==> src/rtl/word_uart_tx.sv <==
// Serial transmitter for the 16-bit command link.
// Each word is sent as two back-to-back 8N1 frames, high byte first.
module word_uart_tx #(
  parameter int CLKS_PER_BIT = 40
) (
  input  logic        clk,
  input  logic        rst,
  input  logic [15:0] data_in,
  input  logic        tx_valid,
  output logic        tx_rdy,
  output logic        tx,
  output logic        busy,
  output logic        word_done
);

  localparam int CW = $clog2(CLKS_PER_BIT);
  localparam logic [CW-1:0] LAST = CW'(CLKS_PER_BIT - 1);
  localparam logic [CW-1:0] PRE  = CW'(CLKS_PER_BIT - 2);

  typedef enum logic [1:0] {IDLE, START, DATA, STOP} state_t;

  state_t        state;
  logic [CW-1:0] cnt;
  logic [2:0]    bit_idx;
  logic          byte_idx;
  logic [15:0]   hold;
  logic [7:0]    cur_byte;

  assign cur_byte = byte_idx ? hold[7:0] : hold[15:8];
  assign busy     = ~tx_rdy;

  always_ff @(posedge clk) begin
    if (rst) begin
      state     <= IDLE;
      cnt       <= '0;
      bit_idx   <= '0;
      byte_idx  <= 1'b0;
      tx        <= 1'b1;
      tx_rdy    <= 1'b1;
      word_done <= 1'b0;
    end else begin
      word_done <= 1'b0;
      case (state)
        IDLE: begin
          cnt     <= '0;
          bit_idx <= '0;
          // tx_rdy is high throughout IDLE, so tx_valid alone marks the accept
          if (tx_valid) begin
            hold     <= data_in;
            byte_idx <= 1'b0;
            state    <= START;
            tx       <= 1'b0;
            tx_rdy   <= 1'b0;
          end
        end
        START: begin
          if (cnt == LAST) begin
            cnt     <= '0;
            bit_idx <= '0;
            state   <= DATA;
            tx      <= cur_byte[0];
          end else begin
            cnt <= cnt + 1'b1;
          end
        end
        DATA: begin
          if (cnt == LAST) begin
            cnt <= '0;
            if (bit_idx == 3'd7) begin
              state <= STOP;
              tx    <= 1'b1;
            end else begin
              bit_idx <= bit_idx + 3'd1;
              tx      <= cur_byte[bit_idx + 3'd1];
            end
          end else begin
            cnt <= cnt + 1'b1;
          end
        end
        STOP: begin
          if (cnt == LAST) begin
            cnt <= '0;
            if (!byte_idx) begin
              byte_idx <= 1'b1;
              state    <= START;
              tx       <= 1'b0;
            end else begin
              state  <= IDLE;
              tx_rdy <= 1'b1;
            end
          end else begin
            cnt <= cnt + 1'b1;
            // set one cycle early so the pulse lands on the final stop cycle
            if (byte_idx && cnt == PRE) word_done <= 1'b1;
          end
        end
        default: state <= IDLE;
      endcase
    end
  end

endmodule
==> config.mk <==
export PLATFORM = sky130hd
export DESIGN_NAME = word_uart_tx
export DESIGN_NICKNAME = d
export VERILOG_FILES = /design/src/rtl/word_uart_tx.sv
export SDC_FILE = /design/constraint.sdc
export NUM_CORES = 1
export LEC_CHECK = 0
export BUFFER_PORTS_ARGS = -buffer_cell sky130_fd_sc_hd__buf_2
export CAP_MARGIN = 20
export CORE_MARGIN = 5
export CORE_UTILIZATION = 50
export CTS_BUF_LIST = sky130_fd_sc_hd__clkbuf_16
export DETAILED_ROUTE_END_ITERATION = 7
export PLACE_DENSITY = 0.77
export REMOVE_ABC_BUFFERS = 1
export SLEW_MARGIN = 20
export SYNTH_ARGS = -nofsm -noshare
export SYNTH_HDL_FRONTEND = slang
export SYNTH_SLANG_ARGS = --single-unit
==> constraint.sdc <==
create_clock -name clk -period 1.6 [get_ports clk]
set_input_delay 0.32 -clock clk [delete_from_list [all_inputs] [get_ports clk]]
set_output_delay 0.32 -clock clk [all_outputs]
set_load 0.02 [all_outputs]
# Yosys cells after proc, flatten, opt, wreduce, memory -nomap -nowiden
# Cells that the tools add are included.
word_totals:
  regBits: 31
  elab_cells: 69
  memories: 0
  latchBits: 0
  romBits: 0
  output_inout_bits: 4
  input_bits: 19
  mem_bits_rw: 0
op_classes:
  div: 0
  n_eq_ne: 14
  add_sub_neg: 2
  n_bitwise: 3
  n_lt_le_gt_ge: 1
  shifts: 0
  multipliers: 0
  mux: 29
  n_reduce_logical: 12
op_table:
  columns: ["cell", "count"]
  rows:
  - ["$ne A2 B2 Y1 const B", 8]
  - ["$eq A6 B6 Y1 const B", 2]
  - ["$mux W1", 12]
  - ["$pmux W6 S2", 1]
  - ["$mux W2", 5]
  - ["$reduce_and A5 Y1", 2]
  - ["$mux W3", 3]
  - ["$pmux W3 S3", 1]
  - ["$mux W8", 1]
  - ["$pmux W2 S4", 1]
  - ["$reduce_and A4 Y1", 2]
  - ["$add A6 B1 Y6 const B", 1]
  - ["$mux W6", 1]
  - ["$reduce_and A3 Y1", 2]
  - ["$reduce_or A3 Y1", 2]
  - ["$eq A2 B2 Y1 const B", 2]
  - ["$lt A3 B4 Y1 const B", 1]
  - ["$pmux W1 S2", 2]
  - ["$pmux W1 S4", 1]
  - ["$add A3 B1 Y3 const B", 1]
  - ["$bmux W1 S3", 1]
  - ["$eq A3 B3 Y1 const B", 1]
  - ["$not A1 Y1", 3]
  - ["$reduce_bool A3 Y1", 1]
  - ["4 further kinds", 4]

# Depth between registers and ports, before layout
depth:
  word_depth: 6
  depth_mapped: 7
  mapped_depth_nobuf: 7

# Worst setup path after synthesis
# Ideal clock, no wire load.
synth_timing:
  path_type: "register -> register"
  start: "register state[0]"
  end: "register hold[0] (enable)"
  t_required_ns: 1.212
  setup_time_ns: 0.388
  setup_slack_ns: -0.170
  period_less_slack_ns: 1.770
  path_stages_with_launch: 5
  arrival_ns: 1.382
  cell_sequence: "dfxtp_1 -> inv_1 -> ha_1 -> nand2_1 -> nor2_1"
synth_via:
  elab_chain_len: 2
synth_lines:
  columns: ["item", "line", "rtl"]
  rows:
  - ["start, declared", "22", "state_t state;"]
  - ["start signal, assigned", "34", "state <= IDLE;"]
  - ["start signal, assigned", "51", "state <= START;"]
  - ["start signal, assigned", "60", "state <= DATA;"]
  - ["$logic_not A2 Y1", "43", "case (state)"]
  - ["$reduce_and A3 Y1 (no source line)", null, null]
  - ["end signal, assigned", "49", "hold <= data_in;"]
  - ["end, declared", "26", "logic [15:0] hold;"]
# Every way passes these cells.
# A chain may end at the register's enable or synchronous reset.

# Final worst setup path
layout_timing:
  start: "register byte_idx"
  end: "register tx"
layout_via:
  elab_chain_len: 6
  elab_cells_between_ends: 9
layout_lines:
  columns: ["item", "line", "rtl"]
  rows:
  - ["start, declared", "25", "logic byte_idx;"]
  - ["start signal, assigned", "37", "byte_idx <= 1'b0;"]
  - ["start signal, assigned", "50", "byte_idx <= 1'b0;"]
  - ["start signal, assigned", "84", "byte_idx <= 1'b1;"]
  - ["$mux W8", "29", "assign cur_byte = byte_idx ? hold[7:0] : hold[15:8];"]
  - ["$bmux W1 S3", "74", "tx <= cur_byte[bit_idx + 3'd1];"]
  - ["$mux W1 (not written as such)", "74", null]
  - ["$mux W1", "69", "if (bit_idx == 3'd7) begin"]
  - ["$mux W1", "67", "if (cnt == LAST) begin"]
  - ["$pmux W1 S4", "43", null]
  - ["end signal, assigned", "61", "tx <= cur_byte[0];"]
  - ["end signal, assigned", "74", null]
  - ["end, declared", "11", "output logic tx,"]
# Several ways; a longest one is shown, not always the timed one. The select of a mux whose other input is x is not followed.

==> flow_results.xml <==
<?xml version="1.0" encoding="UTF-8"?>
<metrics>
  <group name="sta">
    <metric name="rsz_0062_raised_after_global_routing" unit="">yes</metric>
    <metric name="skew" unit="ns">0.004307</metric>
    <metric name="least_margin_pin_slew" unit="ns">0.3448</metric>
    <metric name="finalSetupViolations" unit="">0</metric>
    <metric name="fin_setup_tns" unit="ns">0</metric>
    <metric name="clock_period_minus_final_worst_setup_slack" unit="ns">1.569</metric>
    <metric name="final_hold_viol_count" unit="">0</metric>
    <metric name="slew-limit-headroom" unit="%">76.84</metric>
    <metric name="finalCritPeriodShare" unit="%">98.08</metric>
    <metric name="final_max_slew_viol_count" unit="">0</metric>
    <metric name="maxClockFrequency" unit="MHz">637.2</metric>
  </group>
  <group name="global_route">
    <metric name="globalRoute.totalOverflow" unit="">0</metric>
    <metric name="antenna_found_initial" unit="">0</metric>
    <metric name="first_pass_grt_wire_length" unit="mm">4.609</metric>
    <metric name="first_global_vias" unit="">1036</metric>
    <metric name="groute.usage.overall" unit="%">15.01</metric>
    <metric name="grt_start_max_net_pins" unit="">17</metric>
  </group>
  <group name="route">
    <metric name="post-route-drc-count" unit="">0</metric>
    <metric name="detail_route.wirelength" unit="mm">2.722</metric>
    <metric name="vias_per_cell" unit="">5.505</metric>
    <metric name="dr_vias" unit="">1035</metric>
    <metric name="detail_route.first_pass.iterations" unit="">4</metric>
    <metric name="route.antenna.remaining_nets" unit="">0</metric>
    <metric name="wl_per_cell" unit="um">14.48</metric>
    <metric name="first_iter_violations" unit="">33</metric>
  </group>
  <group name="clock_network">
    <metric name="cts_buffer_depth" unit="">2</metric>
    <metric name="postCtsSetupRepairBufs" unit="">0</metric>
    <metric name="tritoncts" unit="">done</metric>
    <metric name="ctsHoldBuffers" unit="">0</metric>
    <metric name="worstSkewPairLatency" unit="ns">0.27</metric>
    <metric name="htreeDepth" unit="">2</metric>
    <metric name="clock_sinks" unit="">31</metric>
    <metric name="worst_setup_hold_path_clk_slew" unit="ns">0.05</metric>
    <metric name="root_buffer" unit="">sky130_fd_sc_hd__clkbuf_16</metric>
    <metric name="tritoncts.num_buffers" unit="">5</metric>
  </group>
  <group name="place">
    <metric name="hpwlAfterDp" unit="mm">1.979</metric>
    <metric name="placedCellCount" unit="">180</metric>
    <metric name="port_buffers" unit="">22</metric>
    <metric name="gpl.final_weighted_congestion" unit="">0.7421</metric>
  </group>
  <group name="synth">
    <metric name="synth_top_flop_cell" unit="">sky130_fd_sc_hd__edfxtp_1</metric>
    <metric name="postSynthAreaPerCell" unit="um^2">12.24</metric>
    <metric name="yosys_warnings" unit="">0</metric>
    <metric name="synth_area" unit="um^2">1481</metric>
    <metric name="synth_seq_cells" unit="">31</metric>
    <metric name="proportion_of_synthesized_chip_area_in_sequential_cells" unit="%">52.70</metric>
    <metric name="synthCells" unit="">121</metric>
    <metric name="synth.distinct_cells" unit="">43</metric>
    <metric name="asyncSetResetFlopFracSynth" unit="%">0</metric>
    <metric name="post_synth_edffs" unit="">16</metric>
  </group>
  <group name="final_layout">
    <metric name="number_of_diodes_added_for_antenna_fixing" unit="">0</metric>
    <metric name="areaGrowthSynthToFinish" unit="%">29.90</metric>
    <metric name="share_of_cells_above_drive_strength_1" unit="%">40.13</metric>
    <metric name="post_layout_nonfiller_instances" unit="">188</metric>
    <metric name="nets" unit="">185</metric>
    <metric name="final_util" unit="%">68.60</metric>
    <metric name="number_of_fill_cells" unit="">198</metric>
  </group>
  <group name="floorplanning">
    <metric name="num_rows" unit="">19</metric>
    <metric name="design.die.area" unit="um^2">4151</metric>
    <metric name="initial_standard_cell_utilization_of_the_core" unit="%">52.81</metric>
    <metric name="core-area" unit="um^2">2805</metric>
    <metric name="boundaryPins" unit="">23</metric>
    <metric name="die_w" unit="um">64.43</metric>
    <metric name="die-height" unit="um">64.43</metric>
  </group>
  <group name="run">
    <metric name="max_cap_viol_count" unit="">0</metric>
  </group>
  <group name="critical_path">
    <metric name="timing.critical_path.fanout_max" unit="">6</metric>
    <metric name="timing.setup.critical_path_class" unit="">flop to flop</metric>
    <metric name="worst_ep_arrival_time" unit="ns">1.72</metric>
    <metric name="worst-endpoint-required" unit="ns">1.75</metric>
    <metric name="critical_path.startpoint_type" unit="">flop</metric>
    <metric name="endpoint_kind" unit="">flop</metric>
  </group>
  <group name="status">
    <metric name="outcome" unit="">complete, no violations</metric>
  </group>
  <group name="power">
    <metric name="total_power" unit="mW">2.798</metric>
    <metric name="max_rail_drop_vdd" unit="mV">0.8996</metric>
    <metric name="cellLeakagePower" unit="nW">0.7372</metric>
    <metric name="power_per_cell_area" unit="nW/um^2">1454</metric>
  </group>
  <group name="worst_hold_path">
    <metric name="hold_path_class" unit="">input port to flop</metric>
  </group>
</metrics>
cell families (layout without fill, tap and decap cells):
| kind of cell | count (synthesis) | count (layout) | share of synthesized area [%] |
|---|---|---|---|
| flip-flops | 31 | 31 | 52.70 |
| AO/OA/AOI/OAI | 22 | 22 | 11.57 |
| AND/OR/NAND/NOR | 36 | 36 | 13.09 |
| adder cells (fa/ha/maj) | 10 | 10 | 8.446 |
| XOR/XNOR | 4 | 4 | 2.365 |
| buffers and inverters | 10 | 46 | 3.040 |
| multiplexers | 8 | 8 | 8.783 |
power breakdown:
group	switching, mW	total (mW)	internal [mW]
combinational	0.420	0.731	0.312
sequential	0.0725	1.04	0.964
clock	0.307	1.03	0.723
total	0.800	2.80	2.00
critical path, stage by stage, from the launching register on:
cell and delay, ns:
sky130_fd_sc_hd__dfxtp_4 0.38, sky130_fd_sc_hd__buf_6 0.10, sky130_fd_sc_hd__mux4_2 0.47, sky130_fd_sc_hd__mux2i_1 0.19, sky130_fd_sc_hd__nor3b_2 0.06, sky130_fd_sc_hd__nor3_1 0.17, sky130_fd_sc_hd__a211oi_1 0.08
per-stage QoR:
stage          instance area, um^2  hold WS, ns  setup WS (ns)
2_1_floorplan                 1459       0.3879        -0.1707
3_3_place_gp                  1683       0.4456      0.0007536
3_5_place_dp                  1683       0.4688       -0.09168
4_1_cts                       1864       0.2152       0.008808
5_1_grt                       1924       0.2100       -0.03255
6_report                      1924       0.2200        0.03068
worst paths after layout:
path	startpoint	end	slack (ns)	cells after the start
max	byte_idx$_SDFFE_PP0P_	tx$_SDFFE_PP1P_	0.03	6
min	data_in[6]	hold[6]$_DFFE_PP_	0.22	1
max reg2reg	byte_idx$_SDFFE_PP0P_	tx$_SDFFE_PP1P_	0.03	6
min reg2reg	cnt[0]$_SDFF_PP0_	cnt[0]$_SDFF_PP0_	0.48	1
cells in the final DEF (no fill, tap or decap), types with 3 or more instances in the layout:
cell	n
sky130_fd_sc_hd__inv_1	4
sky130_fd_sc_hd__ha_4	3
sky130_fd_sc_hd__dfxtp_1	11
sky130_fd_sc_hd__edfxtp_1	16
sky130_fd_sc_hd__buf_4	8
sky130_fd_sc_hd__a21oi_1	6
sky130_fd_sc_hd__ha_1	5
sky130_fd_sc_hd__nor2_1	12
sky130_fd_sc_hd__clkbuf_16	5
sky130_fd_sc_hd__nor3_1	5
sky130_fd_sc_hd__dfxtp_2	3
sky130_fd_sc_hd__nand2_1	6
sky130_fd_sc_hd__buf_2	22
layer usage:
metal | global-route usage [%] | vias to the layer above | share of wire (%)
li1 | - | 517 | -
met1 | 16.37 | 478 | 40
met2 | 25.13 | 34 | 51
met3 | 5.527 | 6 | 6.4
met4 | 8.707 | 0 | 2.1
met5 | 0 | - | 0
sequential cells by signal, indices dropped and copies added, names as in the netlist:
signal     cells
cnt            6
hold          16
state          2
tx_rdy         1
word_done      1
bit_idx        3
tx             1
byte_idx       1
synthesized netlist by cell type (2+ instances only):
library cell | count | area share [%]
sky130_fd_sc_hd__a21oi_1 | 6 | 2.0
sky130_fd_sc_hd__a22o_1 | 2 | 1.2
sky130_fd_sc_hd__clkbuf_1 | 2 | 0.51
sky130_fd_sc_hd__dfxtp_1 | 15 | 20
sky130_fd_sc_hd__edfxtp_1 | 16 | 32
sky130_fd_sc_hd__ha_1 | 10 | 8.4
sky130_fd_sc_hd__inv_1 | 6 | 1.5
sky130_fd_sc_hd__mux2_2 | 2 | 1.5
sky130_fd_sc_hd__mux4_2 | 2 | 3.0
sky130_fd_sc_hd__nand2_1 | 6 | 1.5
sky130_fd_sc_hd__nand3_1 | 2 | 0.68
sky130_fd_sc_hd__nor2_1 | 12 | 3.0
sky130_fd_sc_hd__nor2b_1 | 2 | 0.84
sky130_fd_sc_hd__nor3_1 | 5 | 1.7
sky130_fd_sc_hd__o2bb2ai_1 | 2 | 1.2
sky130_fd_sc_hd__o31ai_1 | 2 | 1.0
sky130_fd_sc_hd__xnor2_1 | 2 | 1.2
sky130_fd_sc_hd__xor2_1 | 2 | 1.2
layout make-up:
type                    count  area (um^2)  area share (%)
well taps                  31        38.79           2.016
clock buffers               5        125.1           6.502
multi-input cells          80        718.2           37.32
inverters                   6        22.52           1.170
flip-flops and latches     31        788.3           40.96
clock inverters             3        38.79           2.016
repair buffers             32        192.7           10.01
what timing repair did:
action                                  4_1_cts  5_1_grt
endpoints found under the setup margin        2        5
pin swaps                                     1        1
gates resized for setup                       6       14
Power figures use the tool's default switching activity.
